File: src/rtl/cpu_io_bridge.sv
// Host strobe synchroniser and one-shot VDP access issuer for the CPU I/O port.
// Define CPU_IO_FILTER_EN to add the FILTER_LEN-sample strobe glitch filter.
module cpu_io_bridge #(
  parameter int unsigned FILTER_LEN = 3
) (
  input  logic        clk,
  input  logic        reset_n,
  input  logic        csr_n_i,
  input  logic        csw_n_i,
  input  logic [1:0]  mode,
  input  logic [7:0]  cd_i,
  input  logic [7:0]  vdp_dbi,
  output logic        req,
  output logic        wrt,
  output logic [15:0] adr,
  output logic [7:0]  dbo,
  output logic [7:0]  rd_data,
  output logic        rd_oe,
  output logic        conflict
);

  localparam logic [1:0] S_IDLE  = 2'd0;
  localparam logic [1:0] S_ISSUE = 2'd1;
  localparam logic [1:0] S_CAPT  = 2'd2;
  localparam logic [1:0] S_HOLD  = 2'd3;

  if (FILTER_LEN < 1 || FILTER_LEN > 15) begin : g_len_chk
    $error("FILTER_LEN must be 1..15");
  end

  logic [1:0] rs_q, ws_q;
  logic       r_f, w_f;

  always_ff @(posedge clk or negedge reset_n) begin
    if (!reset_n) begin
      rs_q <= 2'b11;
      ws_q <= 2'b11;
    end else begin
      rs_q <= {rs_q[0], csr_n_i};
      ws_q <= {ws_q[0], csw_n_i};
    end
  end

`ifdef CPU_IO_FILTER_EN
  localparam logic [3:0] LIM = 4'(FILTER_LEN - 1);

  logic       rf_q, wf_q;
  logic [3:0] rc_q, wc_q;

  always_ff @(posedge clk or negedge reset_n) begin
    if (!reset_n) begin
      rf_q <= 1'b1;
      wf_q <= 1'b1;
      rc_q <= '0;
      wc_q <= '0;
    end else begin
      if (rs_q[1] == rf_q) begin
        rc_q <= '0;
      end else if (rc_q >= LIM) begin
        rf_q <= rs_q[1];
        rc_q <= '0;
      end else begin
        rc_q <= rc_q + 4'd1;
      end
      if (ws_q[1] == wf_q) begin
        wc_q <= '0;
      end else if (wc_q >= LIM) begin
        wf_q <= ws_q[1];
        wc_q <= '0;
      end else begin
        wc_q <= wc_q + 4'd1;
      end
    end
  end

  assign r_f = rf_q;
  assign w_f = wf_q;
`else
  assign r_f = rs_q[1];
  assign w_f = ws_q[1];
`endif

  logic [1:0] state_q, state_d;
  logic       arm_q, arm_d;
  logic       seen_q;
  logic       rdh_q, rdh_d;
  logic       req_q, req_d;
  logic       wrt_q, wrt_d;
  logic       conf_q, conf_d;
  logic [1:0] mode_q, mode_d;
  logic [7:0] dbo_q, dbo_d;
  logic [7:0] rd_q, rd_d;

  // Until armed (strobes seen released after reset) a low strobe only parks
  // the FSM in HOLD, so an access cut by reset is never re-issued.
  always_comb begin
    state_d = state_q;
    arm_d   = arm_q;
    rdh_d   = rdh_q;
    req_d   = 1'b0;
    wrt_d   = 1'b0;
    conf_d  = 1'b0;
    mode_d  = mode_q;
    dbo_d   = dbo_q;
    rd_d    = rd_q;
    unique case (state_q)
      S_IDLE: begin
        if (!arm_q) begin
          if (!(r_f && w_f)) begin
            state_d = S_HOLD;
          end else if (seen_q && rs_q[0] && ws_q[0]) begin
            arm_d = 1'b1;
          end
        end else if (!r_f && !w_f) begin
          conf_d  = 1'b1;
          state_d = S_HOLD;
        end else if (r_f ^ w_f) begin
          state_d = S_ISSUE;
          req_d   = 1'b1;
          wrt_d   = ~w_f;
          mode_d  = mode;
          if (!w_f) dbo_d = cd_i;
        end
      end
      S_ISSUE: state_d = wrt_q ? S_HOLD : S_CAPT;
      S_CAPT: begin
        rd_d    = vdp_dbi;
        rdh_d   = 1'b1;
        state_d = S_HOLD;
      end
      S_HOLD: begin
        if (r_f && w_f) begin
          state_d = S_IDLE;
          rdh_d   = 1'b0;
          arm_d   = 1'b1;
        end
      end
      default: state_d = S_IDLE;
    endcase
  end

  always_ff @(posedge clk or negedge reset_n) begin
    if (!reset_n) begin
      state_q <= S_IDLE;
      arm_q   <= 1'b0;
      seen_q  <= 1'b0;
      rdh_q   <= 1'b0;
      req_q   <= 1'b0;
      wrt_q   <= 1'b0;
      conf_q  <= 1'b0;
      mode_q  <= '0;
      dbo_q   <= '0;
      rd_q    <= '0;
    end else begin
      state_q <= state_d;
      arm_q   <= arm_d;
      seen_q  <= 1'b1;
      rdh_q   <= rdh_d;
      req_q   <= req_d;
      wrt_q   <= wrt_d;
      conf_q  <= conf_d;
      mode_q  <= mode_d;
      dbo_q   <= dbo_d;
      rd_q    <= rd_d;
    end
  end

  assign req      = req_q;
  assign wrt      = wrt_q;
  assign adr      = {14'b0, mode_q};
  assign dbo      = dbo_q;
  assign rd_data  = rd_q;
  assign conflict = conf_q;
  assign rd_oe    = (state_q == S_HOLD) && rdh_q && !r_f;

endmodule

File: config.mk
export PLATFORM = sky130hd
export DESIGN_NAME = cpu_io_bridge
export DESIGN_NICKNAME = d
export VERILOG_FILES = /design/src/rtl/cpu_io_bridge.sv
export SDC_FILE = /design/constraint.sdc
export NUM_CORES = 1
export LEC_CHECK = 0
export CORE_MARGIN = 2
export CORE_UTILIZATION = 42
export CTS_CLUSTER_DIAMETER = 120
export CTS_CLUSTER_SIZE = 14
export DETAILED_ROUTE_END_ITERATION = 8
export PLACE_DENSITY = 0.82
export SLEW_MARGIN = 20
export SYNTH_ARGS = -nofsm -noshare
export SYNTH_HDL_FRONTEND = slang
export SYNTH_SLANG_ARGS = --single-unit
File: constraint.sdc
create_clock -name clk -period 2 [get_ports clk]
set_clock_uncertainty 0.2 [all_clocks]
set_input_delay 0.4 -clock clk [delete_from_list [all_inputs] [get_ports clk]]
set_output_delay 0.4 -clock clk [all_outputs]
set_load 0.005 [all_outputs]
# [After elaboration in Yosys (flattened, before gate mapping)]
# Cells that the tools add are included.
[totals] reg_bits=30 inputBits=22 wordCells=62 out_inout_bits=36
[op_classes] n_mux=25 reduce_logical=16 eq_ne=6 bitwise_logic=3
[op_table] operator="1-bit two-way mux" n=17
[op_table] operator="2-bit two-way mux" n=5
[op_table] operator="2-bit case mux with 4 select lines" n=1
[op_table] operator="1-bit logical AND" n=6
[op_table] operator="5-bit AND reduction" n=1
[op_table] operator="2-bit equality test (second input constant)" n=2
[op_table] operator="4-bit inequality test (second input constant)" n=1
[op_table] operator="1-bit case mux with 2 select lines" n=2
[op_table] operator="2-bit AND reduction" n=2
[op_table] operator="4-bit AND reduction" n=1
[op_table] operator="2-bit nonzero test" n=2
[op_table] operator="3-bit inequality test (second input constant)" n=1
[op_table] operator="3-bit AND reduction" n=1
[op_table] operator="2-bit by 1-bit equality test with 1-bit output (second input constant)" n=1
[op_table] operator="1-bit logical NOT" n=2
[op_table] operator="2-bit logical NOT" n=1
[op_table] operator="2-bit inequality test (second input constant)" n=1
[op_table] operator="1-bit NOT" n=2
[op_table] operator="1-bit XOR" n=1

# [Logic depth before layout (Yosys ltp)]
[logic_depth] word_depth=6 depth_mapped=6 mapped_depth_nobuf=5

# [Worst setup path before layout]
# Ideal clock, no wire load.
[synth_path] path_kind="reg-to-reg" startpoint="register rs_q[1]" endpoint="register mode_q[0]" setup_ns=0.125 path_slack_ns=0.185 n_path_buf=0 path_stages_with_launch=6 synth_period_minus_slack_ns=1.815 t_arrival_ns=1.490 path_cell_list="dfstp_2 -> inv_1 -> ha_1 -> and3_2 -> nand2b_1 -> mux2_2"
[synth_between] elab_chain_cells=4 word_cells_on_any_way=5 classes_between="bitwise (2); reduce/logical (3)"
[synth_lines] item="from (decl)" line_no="31" source="logic [1:0] rs_q, ws_q;"
[synth_lines] item="from (signal assigned)" line_no="39" source="rs_q <= {rs_q[0], csr_n_i};"
[synth_lines] item="1-bit logical NOT" line_no="114" source="end else if (!r_f && !w_f) begin"
[synth_lines] item="1-bit logical AND" line_no="114"
[synth_lines] item="1-bit NOT (no line)"
[synth_lines] item="4-bit AND reduction (no line) *"
[synth_lines] item="to (signal assigned)" line_no="162" source="mode_q <= mode_d;"
[synth_lines] item="to (decl)" line_no="90" source="logic [1:0] mode_q, mode_d;"
# Mark *: on every way between the ends. The rest lies on a longest branch, timed or not.
# A chain may end at the register's enable or synchronous reset.

# [Worst setup path in the final report]
[layout_path] startpoint="register state_q[1]" endpoint="output port rd_oe"
[layout_between] elab_chain_cells=3
[layout_lines] item="from (decl)" line_no="83" source="logic [1:0] state_q, state_d;"
[layout_lines] item="from (signal assigned)" line_no="155" source="state_q <= state_d;"
[layout_lines] item="2-bit equality test" line_no="174" source="assign rd_oe = (state_q == S_HOLD) && rdh_q && !r_f;"
[layout_lines] item="1-bit logical AND (2 in a row)" line_no="174"
[layout_lines] item="to (decl)" line_no="18" source="output logic rd_oe,"
# No other way between the ends.

==> impl_metrics.py <==
metrics = {
    "cells_and_area": {
        "area.growth.synth_to_final_pct": 37.91,
        "layout.core_utilization_pct": 61.67,
        "insertedDiodeCount": 0,
        "finalNetCount": 187,
        "non_filler_instance_count_after_layout": 202,
        "post_route_cells_drive_above_1_share_pct": 25.95,
        "fill_cells": 273,
    },
    "routing": {
        "first_iter_violations": 12,
        "final_antenna_net_count": 0,
        "vias": 950,
        "detail_route.vias_per_cell": 4.703,
        "drtPass1Iterations": 4,
        "post_drt_wl_per_cell_um": 12.92,
        "drc": 0,
        "drt-total-wl_mm": 2.610,
    },
    "global_routing": {
        "first_global_vias": 916,
        "globalRouteTotalUtil_pct": 14.88,
        "grt_start_max_net_pins": 31,
        "grt.met1_usage_pct": 14.75,
        "grt_first_pass_wirelength_mm": 3.884,
        "use_met2_pct": 26.44,
        "grt_remaining_overflow": 0,
        "grtUsageMet3_pct": 7.563,
        "grt_most_used_layer": "met2",
        "antenna_violations_before_repair": 0,
    },
    "synth": {
        "yosys-top-cells-area": "sky130_fd_sc_hd__dfrtp_1, sky130_fd_sc_hd__mux2_2, sky130_fd_sc_hd__buf_4, sky130_fd_sc_hd__dfstp_2, sky130_fd_sc_hd__ha_1",
        "mappedNetlistArea_um2": 1376,
        "ys_ff_latch": 30,
        "syn_inst": 104,
        "synth_cell_type_count": 27,
        "synth_top_area_cell": "sky130_fd_sc_hd__dfrtp_1",
        "yosys.area.top_type_share_pct": 47.27,
        "synth_area_per_cell_um2": 13.23,
        "synth.yosys.warnings": 0,
        "synth_sequential_area_ratio_pct": 54.91,
    },
    "min_path": {
        "hold_class": "reg2reg",
    },
    "clock_tree": {
        "cts_htree_levels": 2,
        "cts_num_sinks": 30,
        "clock_tree_from_tritoncts": "done",
        "clock_pin_slew_reported_for_the_worst_setup_and_hold_paths_after_clock_tree_synthesis_ps": 80,
        "worst_skew_pair.late_latency_ps": 320,
        "root_buffer": "sky130_fd_sc_hd__clkbuf_4",
        "cts_buffer_count": 5,
        "cts_max_path_buffers": 2,
    },
    "sta": {
        "final-setup-viol-count": 0,
        "period_share_pct": 96.13,
        "max_clock_freq_ghz": 0.5201,
        "finalMaxSlewViolations": 0,
        "fin_setup_tns_ps": 0,
        "rsz0062_at_grt": "no",
        "hold_viol_final": 0,
        "min_period_ps": 1923,
    },
    "place": {
        "finalWeightedCongestion": 0.9142,
        "numPortBuffers": 43,
        "hpwlAfterDp_mm": 1.932,
        "place_inst": 191,
    },
    "die": {
        "die_w_um": 61.25,
        "floorplan.initialDensity_pct": 44.72,
        "boundaryPins": 58,
        "die_h_um": 61.25,
        "fp-row-count": 20,
        "die-area_um2": 3751,
        "fp.coreArea_um2": 3078,
    },
    "worst_setup_path": {
        "critical_path.max_fanout": 2,
        "cp_data_required_time_ps": 1400,
        "timing.critical_path.cells": "ha_2, and3_1, dlygate4sd2_1",
        "largest_stage_delay_on_the_critical_path_ps": 410,
        "timing.setup.critical_path_class": "reg2out",
        "critical_path_arrival_ps": 1320,
        "startpoint_kind_of_the_worst_setup_timing_path": "flop",
        "critical-path-slowest-cell": "sky130_fd_sc_hd__dfrtp_1",
        "worst_setup_path_end_kind": "output pin",
    },
    "power_and_ir_drop": {
        "powerDensity_nw_per_um2": 1293,
        "irDropWorstVdd_v": 0.0008180,
        "p_leak_nw": 0.8525,
        "fin_total_pwr_w": 0.002455,
    },
    "status": {
        "outcome": "complete, no violations",
    },
    "flow_run": {
        "maxCapViolCount": 0,
    },
}
## timing repair
action                                  CTS  global route
buffers inserted                          3             0
endpoints found under the setup margin    1             0
hold buffers                              0             0
hold endpoints to repair                  0             0
gates resized for setup                   2             0
## critical path: cells and delay by family (launching register included)
family,cells,cell delay [ps]
flip-flops,1,410
buffers and inverters,1,260
adder cells (fa/ha/maj),1,200
AND/OR/NAND/NOR,1,140
## cell usage in the layout (no fill, tap or decap), drive strengths merged
cell	netlist	routed
inv	7	7
and3b	1	1
and3	4	4
o2111ai	1	1
mux2	18	18
clkbuf	0	8
o31a	1	1
dlygate4sd2	0	1
dfstp	4	4
nand4b	1	1
a41oi	1	1
o21ai	1	1
nand4	1	1
nor2	1	1
conb	2	15
buf	16	6
a31oi	2	2
o311a	1	1
nor3	1	1
o211ai	1	1
dfrtp	26	26
o2bb2ai	1	1
clkdlybuf4s50	0	42
nand2b	3	3
nand2	2	2
ha	8	8
## synth_stat cells
cell,count
sky130_fd_sc_hd__inv_2,1
sky130_fd_sc_hd__o211ai_1,1
sky130_fd_sc_hd__conb_1,2
sky130_fd_sc_hd__buf_2,1
sky130_fd_sc_hd__inv_1,6
sky130_fd_sc_hd__dfrtp_1,26
sky130_fd_sc_hd__nand4_1,1
sky130_fd_sc_hd__buf_4,15
sky130_fd_sc_hd__and3b_1,1
sky130_fd_sc_hd__nand2b_2,1
sky130_fd_sc_hd__and3_2,3
sky130_fd_sc_hd__nand4b_2,1
sky130_fd_sc_hd__and3_1,1
sky130_fd_sc_hd__nor2_1,1
sky130_fd_sc_hd__ha_1,8
sky130_fd_sc_hd__a31oi_1,2
sky130_fd_sc_hd__nand2b_1,2
sky130_fd_sc_hd__o2111ai_1,1
sky130_fd_sc_hd__a41oi_1,1
sky130_fd_sc_hd__nor3_1,1
sky130_fd_sc_hd__nand2_1,2
sky130_fd_sc_hd__o311a_1,1
sky130_fd_sc_hd__mux2_2,18
sky130_fd_sc_hd__o31a_1,1
sky130_fd_sc_hd__dfstp_2,4
sky130_fd_sc_hd__o21ai_0,1
sky130_fd_sc_hd__o2bb2ai_1,1
## metrics by stage
stage,setup WS (ps),area (µm²),hold slack (ps)
2_1_floorplan,185.2,1425,-95.59
3_3_place_gp,119.0,1815,157.4
5_1_grt,9.247,1898,182.1
3_5_place_dp,100.9,1815,160.2
6_report,77.37,1898,169.3
4_1_cts,57.50,1898,172.8
## per-layer routing
metal / wire [µm] / vias to the layer above / share of wire, %
li1: - / 433 / -
met1: 973 / 457 / 37
met2: 1331 / 55 / 51
met3: 278 / 5 / 11
met4: 27 / 0 / 1.0
met5: 0 / - / 0
## worst paths after layout
check,cells after the start,end,slack (ps),startpoint
min in group asynchronous,2,state_q[0],250,reset_n
setup / recovery,3,rd_oe,80,state_q[1]
hold / removal,0,ws_q[1],170,ws_q[0]
setup reg to reg,5,mode_q[0],130,ws_q[1]
hold reg to reg,0,ws_q[1],170,ws_q[0]
max in group asynchronous,2,rs_q[0],1020,reset_n
## sequential cells by signal, indices dropped and copies added, names as in the netlist
signal / cells
dbo: 8
rd_data: 8
mode_q: 2
rs_q: 2
state_q: 2
ws_q: 2
arm_q: 1
conflict: 1
rdh_q: 1
req: 1
seen_q: 1
wrt: 1
## power breakdown
| part | internal [W] | switching (W) |
|---|---|---|
| clock network | 0.000173 | 0.000189 |
| registers | 0.000850 | 0.000130 |
| logic | 0.000722 | 0.000392 |
## final cells by class
type	instances	area (µm²)	share of cell area (%)
Clock buffer	8	58.81	3.098
Sequential cell	30	755.7	39.82
Tap cell	44	55.05	2.900
Timing Repair Buffer	49	474.2	24.98
Multi-Input combinational cell	64	528.0	27.82
Inverter	7	26.28	1.384
## cells by family after synthesis
family          after synthesis  share of synthesized area (%)
compound gates                9                          5.091
mux                          18                          14.73
flops                        30                          54.91
other cells                   2                         0.5457
fa+ha+maj                     8                          7.273
buf+inv                      23                          10.45
simple gates                 14                          7.000
Note: power is estimated with default switching activity, not from simulation.
==> RTL change 1, RTL diff (config.mk and constraints unchanged) <==
Take the reset off `rd_q` and load it in a clocked block of its own.
--- a/src/rtl/cpu_io_bridge.sv
+++ b/src/rtl/cpu_io_bridge.sv
@@ -151,5 +151,4 @@
       mode_q  <= '0;
       dbo_q   <= '0;
-      rd_q    <= '0;
     end else begin
       state_q <= state_d;
@@ -162,6 +161,9 @@
       mode_q  <= mode_d;
       dbo_q   <= dbo_d;
-      rd_q    <= rd_d;
     end
+  end
+
+  always_ff @(posedge clk) begin
+    rd_q <= rd_d;
   end
 
Formal check against the unedited RTL: differs if reset_n is asserted again (counterexample within 10 cycles, from zero or initial values and one cycle with reset_n low); with reset_n held inactive, the same outputs for 10 cycles.
==> RTL change 1 against the unedited design <==
- sequential cell count is the same
- final area fell by 3.0%
- area after synthesis decreased by 4.0%
- power shrank 11%
- hold slack worse by 0.00076 ns
- global-route usage rose by 0.73 points
- count of clock-buffer cells in the layout fell by 2
- combinational power shrank 18%
- sequential power is 3.8% lower
- synthesized cell count down 8.7%
- worst setup slack better by 0.016 ns
- highest routed layer unchanged
- routed wire length shrank 6.2%
- non-clock buffer count fell by 1
==> RTL change 1: results <==
export IMPL_status="finished, final reports clean"
export IMPL_grt_max_degree=23
export IMPL_grt_pass1_wl_um=3950
export IMPL_p_int_mw=1.54
export IMPL_seq_area_frac_synth_pct=60.2
export IMPL_dp_hpwl_um=1910
export IMPL_slowest_delay_ns=0.54
export IMPL_wl_met1_um=917
export IMPL_fin_area_mm2=0.00184
export IMPL_grt_util_met1_pct=16.1
export IMPL_synth_commonest_cells="18 x dfrtp_1, 15 x buf_4, 10 x mux2_2, 8 x edfxtp_1, 8 x ha_1"
export IMPL_synth_compound_area_share_pct=5.30
export IMPL_place_congestion=0.797
export IMPL_dr_wl_met2_um=1260
export IMPL_dp_cells=182
export IMPL_via_per_inst=4.52
export IMPL_met3_usage_pct=7.14
export IMPL_syn_inst=95
export IMPL_wl_per_cell_um=12.7
export IMPL_track_usage_pct=15.6
export IMPL_n_clock_buffer=6
export IMPL_areaGrowthSynthToFinish_pct=39.4
export IMPL_max_vdd_ir_drop_v=0.000574
export IMPL_ys_top_cells_by_area="dfrtp_1 34%, edfxtp_1 18%, buf_4 8.5%, mux2_2 8.5%, dfstp_2 8.0%"
export IMPL_wl_met3_um=230
export IMPL_cpMaxStageDelayCell="dfstp_2"
export IMPL_synth_adder_area_share_pct=7.58
export IMPL_sh_seq_area_pct=43.2
export IMPL_place_ws_ns=0.0498
export IMPL_layout_drive_gt1_share_pct=21.5
export IMPL_clock_area_share_pct=2.72
export IMPL_met2_usage_pct=27.2
export IMPL_synth_edff_count=8
export IMPL_buffers=48
export IMPL_num_vias=872
export IMPL_fillers=253
==> RTL change 1: changes by cell type after synthesis <==
cell and delta:
dfrtp_1 -8, edfxtp_1 +8, mux2_2 -8, buf_2 -1
==> RTL change 1: power by group through the flow <==
stage	logic (mW)	clock network (mW)	registers, mW
CTS	0.906	0.344	0.947
finish	0.908	0.325	0.942
detailed placement	0.846	0	0.978
floorplan	0.386	0	0.977
global route	0.995	0.370	0.965
global placement	0.814	0	0.963
==> RTL change 1: final timing paths <==
kind,slack [ns],cells past startpoint,end,start
max,0.09,3,rd_oe,rs_q[1]$_DFF_PN1_
min,0.17,0,ws_q[1]$_DFF_PN1_,ws_q[0]$_DFF_PN1_
max reg2reg,0.14,5,mode_q[0]$_DFFE_PN0P_,ws_q[1]$_DFF_PN1_
min reg2reg,0.17,0,ws_q[1]$_DFF_PN1_,ws_q[0]$_DFF_PN1_
max in group asynchronous,1.12,2,rs_q[0]$_DFF_PN1_,reset_n
min in group asynchronous,0.20,2,mode_q[0]$_DFFE_PN0P_,reset_n
==> RTL change 2, RTL diff (same flow settings) <==
Without the edit above. Add a define of `CPU_IO_FILTER_EN`.
--- a/src/rtl/cpu_io_bridge.sv
+++ b/src/rtl/cpu_io_bridge.sv
@@ -1,4 +1,6 @@
 // Host strobe synchroniser and one-shot VDP access issuer for the CPU I/O port.
 // Define CPU_IO_FILTER_EN to add the FILTER_LEN-sample strobe glitch filter.
+`define CPU_IO_FILTER_EN
+
 module cpu_io_bridge #(
   parameter int unsigned FILTER_LEN = 3
Formal check against the unedited RTL: not equivalent (Yosys sat finds a counterexample within 10 cycles, from zero or initial values and one cycle with reset_n low).
==> RTL change 2 against the unedited design <==
- area after synthesis rose by 29%
- final area grew 26%
- fmax rose by 1.1%
- worst setup slack improved by 0.022 ns
- power up 30%
- sequential cell count rose by 10
- routed wire length is 12% higher
- critical endpoint is now dbo[7]$_DFFE_PN0P_
- largest cell class unchanged
==> RTL change 2: results <==
export IMPL_status="finished, final reports clean"
export IMPL_dr_pass1_iters=4
export IMPL_muxShareOfSynthArea_pct=12.7
export IMPL_path_class="reg -> reg"
export IMPL_track_usage_pct=13.3
export IMPL_grt_pass1_wl_um=5010
export IMPL_synth_compound_area_share_pct=3.87
export IMPL_clkLatencyLatePin_ns=0.29
export IMPL_worst_r2r_setup_slack_ns=0.1
export IMPL_grt_max_degree=41
export IMPL_via_per_inst=4.60
export IMPL_place_ws_ns=0.0631
export IMPL_layout_drive_gt1_share_pct=26.0
export IMPL_htreeDepth=2
export IMPL_async_flop_share_pct=100
export IMPL_max_vdd_ir_drop_v=0.000792
export IMPL_path_clk_slew_ns=0.07
export IMPL_place_congestion=0.761
export IMPL_crit_arrival_ns=1.88
export IMPL_synth_adder_area_share_pct=8.44
export IMPL_grt_pass1_vias=1141
export IMPL_ys_top_cells_by_area="dfrtp_1 48%, mux2_2 13%, dfstp_2 8.9%, ha_1 8.4%, buf_4 5.9%"
export IMPL_r2r_end="dbo[7]$_DFFE_PN0P_"
export IMPL_antennaDiodeCount=0
export IMPL_swShare_pct=27.1
export IMPL_synth_commonest_cells="34 x dfrtp_1, 20 x mux2_2, 14 x buf_4, 12 x ha_1, 9 x inv_1"
export IMPL_synthDistinctLibCells=28
export IMPL_seq_area_frac_synth_pct=56.7
export IMPL_layout_nets=225
export IMPL_dp_hpwl_um=2110
export IMPL_dr_first_iter_drc_count=24
export IMPL_worstPathMaxFanout=8
export IMPL_root_buffer="clkbuf_8"
export IMPL_r2r_cells=6
export IMPL_worst_slack_ns=0.0989
export IMPL_reg2reg_from="state_q[1]$_DFFE_PN0P_"
export IMPL_drt_total_wl_um=2910
export IMPL_synth_xor_area_share_pct=0.985
export IMPL_ys_flop_type="dfrtp_1"
export IMPL_hold_path_class="reg -> reg"
export IMPL_leakage_nw=1.12
==> RTL change 2: critical path: stages (launching register included) <==
cell	delay, ns
dfrtp_1	0.40
buf_4	0.15
inv_1	0.10
ha_1	0.30
and3b_4	0.26
nand2_4	0.10
mux2_2	0.28
==> RTL change 2: worst min-delay path by stage <==
stage,start,endpoint,slack [ns]
6_report,rs_q[0]$_DFF_PN1_,rs_q[1]$_DFF_PN1_,0.17
3_3_place_gp,rs_q[0]$_DFF_PN1_,rs_q[1]$_DFF_PN1_,0.16
5_1_grt,rs_q[0]$_DFF_PN1_,rs_q[1]$_DFF_PN1_,0.17
4_1_cts,rs_q[0]$_DFF_PN1_,rs_q[1]$_DFF_PN1_,0.17
2_1_floorplan,reset_n,arm_q$_DFFE_PN0P_,-0.1
3_5_place_dp,rs_q[0]$_DFF_PN1_,rs_q[1]$_DFF_PN1_,0.16
==> RTL change 2: per-stage QoR <==
stage | total power, mW | utilization [%] | std cells | hold WS, ns | cell area [um^2]
finish | 3.20 | 59.5 | 242 | 0.168 | 2400
global route | 3.41 | 59.5 | 242 | 0.172 | 2400
CTS | 3.22 | 59.3 | 242 | 0.168 | 2390
detailed placement | 2.47 | 55.6 | 231 | 0.159 | 2240
global placement | 2.44 | 55.6 | 231 | 0.157 | 2240
floorplan | 1.87 | - | 149 | -0.0956 | 1830
==> RTL change 2: cell type report <==
| class | count | area [um^2] |
|---|---|---|
| flip-flops and latches | 40 | 1010 |
| clock buffers | 7 | 96.3 |
| inverters | 9 | 33.8 |
| well taps | 50 | 62.6 |
| repair buffers | 51 | 487 |
| fillers | 341 | 1630 |
| multi-input cells | 84 | 679 |
| clock inverters | 1 | 30.0 |
==> RTL change 2: what timing repair did <==
item / 4_1_cts / 5_1_grt
hold endpoints to repair: 34 / 0
endpoints found under the setup margin: 1 / 2
pin swaps: 1 / 0
gates resized for setup: 2 / 1
hold buffers: 1 / 0
buffers inserted: 2 / 0
==> RTL change 2: power by group through the flow <==
stage / Clock (mW) / Sequential, mW / Combinational, mW
6_report: 0.709 / 1.22 / 1.27
3_5_place_dp: 0 / 1.25 / 1.23
3_3_place_gp: 0 / 1.23 / 1.21
4_1_cts: 0.725 / 1.23 / 1.27
2_1_floorplan: 0 / 1.26 / 0.608
5_1_grt: 0.758 / 1.27 / 1.39
==> RTL change 2: routing by layer <==
layer  up-vias  GRT usage [%]  wire (um)
li1        535              -          -
met1       528           16.6       1280
met2        44           20.2       1330
met3         5           4.97        242
met4         0           6.54         52
met5         -              0          0
